==> src/rtl/instruction_sequencer.sv <==
// Fetch/decode/execute sequencer that walks a program ROM from address 0.
// A run ends at an OUT instruction or, with overrun set, after MAX_ADDR executes.
module instruction_sequencer #(
  parameter logic [7:0] MAX_ADDR = 8'd15
) (
  input  logic       clk,
  input  logic       reset_n,
  input  logic       start,
  input  logic [1:0] prog_sel,
  output logic [1:0] prog,
  output logic [7:0] address,
  input  logic [7:0] instruction,
  output logic [3:0] op,
  output logic [1:0] ra,
  output logic [1:0] rb,
  output logic       alu_en,
  output logic       push_en,
  output logic       lda_en,
  output logic       ldb_en,
  output logic       out_en,
  output logic       busy,
  output logic       done,
  output logic       overrun
);

  typedef enum logic [2:0] {
    IDLE,
    FETCH,
    DECODE,
    EXEC,
    DONE
  } state_t;

  localparam logic [3:0] OP_OUT = 4'b1011;

  state_t     state, state_nx;
  logic [7:0] ir;
  logic       last_instr;

  assign last_instr = (op == OP_OUT) || (address == MAX_ADDR);

  always_ff @(posedge clk) begin
    if (!reset_n) state <= IDLE;
    else          state <= state_nx;
  end

  always_comb begin
    state_nx = state;
    busy     = 1'b0;
    done     = 1'b0;
    alu_en   = 1'b0;
    push_en  = 1'b0;
    lda_en   = 1'b0;
    ldb_en   = 1'b0;
    out_en   = 1'b0;
    unique case (state)
      IDLE: begin
        if (start) state_nx = FETCH;
      end
      FETCH: begin
        busy     = 1'b1;
        state_nx = DECODE;
      end
      DECODE: begin
        busy     = 1'b1;
        state_nx = EXEC;
      end
      EXEC: begin
        busy = 1'b1;
        unique case (op)
          4'b1000:          push_en = 1'b1;
          4'b1001:          lda_en  = 1'b1;
          4'b1010:          ldb_en  = 1'b1;
          4'b1011:          out_en  = 1'b1;
          4'b1110, 4'b1111: ;
          default:          alu_en  = 1'b1;
        endcase
        state_nx = last_instr ? DONE : FETCH;
      end
      DONE: begin
        done     = 1'b1;
        state_nx = IDLE;
      end
      default: state_nx = IDLE;
    endcase
  end

  always_ff @(posedge clk) begin
    if (!reset_n) begin
      prog    <= '0;
      address <= '0;
      overrun <= 1'b0;
      ir      <= '0;
      op      <= '0;
      ra      <= '0;
      rb      <= '0;
    end else begin
      unique case (state)
        IDLE: begin
          if (start) begin
            prog    <= prog_sel;
            address <= '0;
            overrun <= 1'b0;
          end
        end
        FETCH: ir <= instruction;
        DECODE: begin
          op <= ir[7:4];
          ra <= ir[3:2];
          rb <= ir[1:0];
        end
        EXEC: begin
          // OUT wins over the address limit, so a final OUT never flags overrun
          if (op != OP_OUT) begin
            if (address == MAX_ADDR) overrun <= 1'b1;
            else                     address <= address + 8'd1;
          end
        end
        default: ;
      endcase
    end
  end

endmodule
==> config.mk <==
export PLATFORM = sky130hd
export DESIGN_NAME = instruction_sequencer
export DESIGN_NICKNAME = d
export VERILOG_FILES = /design/src/rtl/instruction_sequencer.sv
export SDC_FILE = /design/constraint.sdc
export NUM_CORES = 1
export LEC_CHECK = 0
export ABC_AREA = 1
export BUFFER_PORTS_ARGS = -buffer_cell sky130_fd_sc_hd__clkbuf_2
export CAP_MARGIN = 20
export CORE_ASPECT_RATIO = 1.1
export CORE_MARGIN = 3
export CORE_UTILIZATION = 50
export DETAILED_ROUTE_END_ITERATION = 16
export GPL_TIMING_DRIVEN = 1
export PLACE_DENSITY_LB_ADDON = 0.12
export SYNTH_ARGS = -nofsm -noshare
export SYNTH_HDL_FRONTEND = slang
export SYNTH_SLANG_ARGS = --single-unit
export TNS_END_PERCENT = 5
==> constraint.sdc <==
create_clock -name clk -period 1.7 [get_ports clk]
set_input_delay 0.255 -clock clk [delete_from_list [all_inputs] [get_ports clk]]
set_output_delay 0.255 -clock clk [all_outputs]
set_load 0.05 [all_outputs]
==> impl_metrics.json <==
{
  "status": "complete, no violations",
  "power_mw": 1.67,
  "detail-route-antenna-nets": 0,
  "synth_edf_count": 0,
  "vdd_ir_drop_max_uv": 919,
  "cts_buffer_depth": 2,
  "dp.cells": 254,
  "antenna_found_initial": 0,
  "p_int_mw": 1.08,
  "synth_flop_cell": "dfxtp_1",
  "worst_pin_slew_ps": 380,
  "grt_max_degree": 25,
  "fmax_mhz": 596,
  "hold_start": "instruction[3]",
  "pwr-share-clk_pct": 26.2,
  "wl_met3_um": 175,
  "io_pins": 39,
  "async_flop_share_pct": 0,
  "synthTopCellsByCount": "dfxtp_1 (30), nand2_1 (28), a21oi_1 (26), nor2_1 (25), inv_1 (24)",
  "layout_min_cycle_time_ps": 1680,
  "powerDensity_nw_per_um2": 952,
  "clk_pin_slew_ps": 90,
  "pre_cts_ws_ps": 222,
  "syn-num-nets": 201,
  "drv_cap": 0,
  "via_per_inst": 5.11,
  "gp_congestion": 0.765,
  "cp_slowest_stage_delay_ps": 380,
  "setup_viol": 0,
  "worstPathCellList": "nand2_4 -> nor2_4 -> inv_2 -> nor4_4 -> clkbuf_8",
  "yosysSeqAreaShare_pct": 44.2,
  "cp.required_ps": 1440,
  "syn_area_per_cell_sq_um": 7.27,
  "drt-initial-drc-count": 32,
  "synth_warnings": 0,
  "max-slew-margin-rel_pct": 74.7,
  "finalHoldViolCount": 0,
  "drive_gt1_share_pct": 30.9,
  "area_growth_pct": 29.1,
  "start_util_pct": 53.4,
  "seq_power_share_pct": 48.8,
  "cts_tree": "done",
  "synth.distinct_cells": 26,
  "grt_pass1_wl_mm": 5.17,
  "setup_tns_ps": 0,
  "worst_slack_ps": 22.9,
  "synthTopCellsByArea": "dfxtp_1 (44%), a21oi_1 (9.6%), nand2_1 (7.7%)",
  "drt_wl_total_mm": 3.01,
  "vias": 1348,
  "rsz0062_at_grt": "true",
  "hpwl_mm": 2.15,
  "cts_buffers": 5,
  "clock_skew_ps": 9.12,
  "netlist_area_sq_um": 1360,
  "drv_slew": 0,
  "place.port_buffers": 38,
  "yosysTopAreaCell": "dfxtp_1",
  "die-height_um": 60.7,
  "dr.pass1.iters": 4,
  "clkSinkCount": 30,
  "dr_wl_met2_mm": 1.55,
  "cp-startpoint": "state[0]",
  "core-area_sq_um": 2540,
  "endpoint_kind": "output port",
  "grt_use_total_pct": 19.5,
  "dieArea_sq_um": 3380,
  "syn_inst": 187,
  "critPathKind": "flip-flop to output port",
  "htreeDepth": 2,
  "grt_pass1_vias": 1257,
  "comb_power_share_pct": 25.0,
  "synth_top_area_share_pct": 44.2,
  "highest_layer": "met4",
  "slowest_stage": "dfxtp_4",
  "synth_seq_cells": 30,
  "timing.final.crit_share_pct": 98.7,
  "switching_share_pct": 35.2,
  "wl_per_cell_um": 11.4,
  "final_cells": 264,
  "hp-class": "input pin to flip-flop",
  "route.detailed.drc": 0,
  "p_leak_nw": 0.765,
  "timing.rr.start": "address[0]",
  "rows": 19,
  "wl_met1_mm": 1.24,
  "crit_fanout": 9,
  "antenna_cells": 0,
  "overflow": 0,
  "cts_root_buffer": "clkbuf_4",
  "cp.arrival_ps": 1420,
  "synth.most_common_cell": "dfxtp_1",
  "start_kind": "flip-flop",
  "p_switching_uw": 588,
  "fin_nets": 246,
  "clk_latency_ps": 320,
  "die_width_um": 55.7
}
## through the flow
step                hold WS, ps  area (sq um)  util [%]
floorplan                   393          1410         -
global placement            430          1630      63.9
detailed placement          446          1630      63.9
CTS                         196          1710      67.3
global route                212          1750      69.0
finish                      206          1750      69.0
## layout by cell type, fill, tap and decap left out, types with 2 or more instances in the layout
cell type  count
nor3_1         2
nor2_4         3
nor2_1        23
nand3_2        2
nand2_4        3
nand4_1        2
nand3_1        5
clkbuf_2      34
dfxtp_1       25
clkbuf_4       5
a21oi_1       26
o21ai_0       21
nand2_1       27
clkbuf_8       2
inv_1         24
buf_6          2
dfxtp_4        4
buf_4          4
nor3_4         2
nand2_2        3
nor2_2         2
## worst paths after layout
check | to | slack [ps] | cells past startpoint
max reg2reg | address[1] | 230 | 9
max | push_en | 20 | 5
min reg2reg | ra[1] | 450 | 2
min | ir[3] | 210 | 3
## what timing repair did
item,in CTS,in global routing
gates resized for setup,9,11
setup buffers,0,2
endpoints found under the setup margin,5,6
hold buffers,0,0
pin swaps,0,1
hold endpoints to repair,0,0
gates cloned,0,0
## power groups by stage
stage	clock network (mW)	registers, mW	logic, mW
2_1_floorplan	0	0.943	0.200
3_3_place_gp	0	0.826	0.396
3_5_place_dp	0	0.830	0.404
4_1_cts	0.453	0.815	0.407
5_1_grt	0.490	0.823	0.464
6_report	0.438	0.814	0.418
## final cells by class
cell class / count / area [sq um]
clock inverters: 1 / 5.00
multi-input cells: 127 / 687
well taps: 31 / 38.8
repair buffers: 42 / 251
clock buffers: 7 / 55.1
fillers: 228 / 790
flip-flops and latches: 30 / 617
inverters: 26 / 100
## per-layer routing
metal	vias to the layer above	GRT usage [%]
li1	691	-
met2	45	35.5
met3	5	5.11
met5	-	0
met1	607	21.0
met4	0	11.1
## logic make-up after synthesis
group | synth area share, %
buffers and inverters | 9.30
adder cells (fa/ha/maj) | 0.921
AND/OR/NAND/NOR | 26.4
AO/OA/AOI/OAI | 17.9
flip-flops | 44.2
XOR/XNOR | 1.29
## flip-flops by register name, indices dropped and copies added (netlist names)
name,cells
ir,8
op,4
address,8
prog,2
ra,2
overrun,1
rb,2
state,3
## worst max-delay path: cells and delay by family, from the launching register on
| kind | cells | cell delay (ps) |
|---|---|---|
| DFF | 1 | 380 |
| buffers and inverters | 2 | 340 |
| and+or+nand+nor | 3 | 370 |
Power figures use the tool's default switching activity.
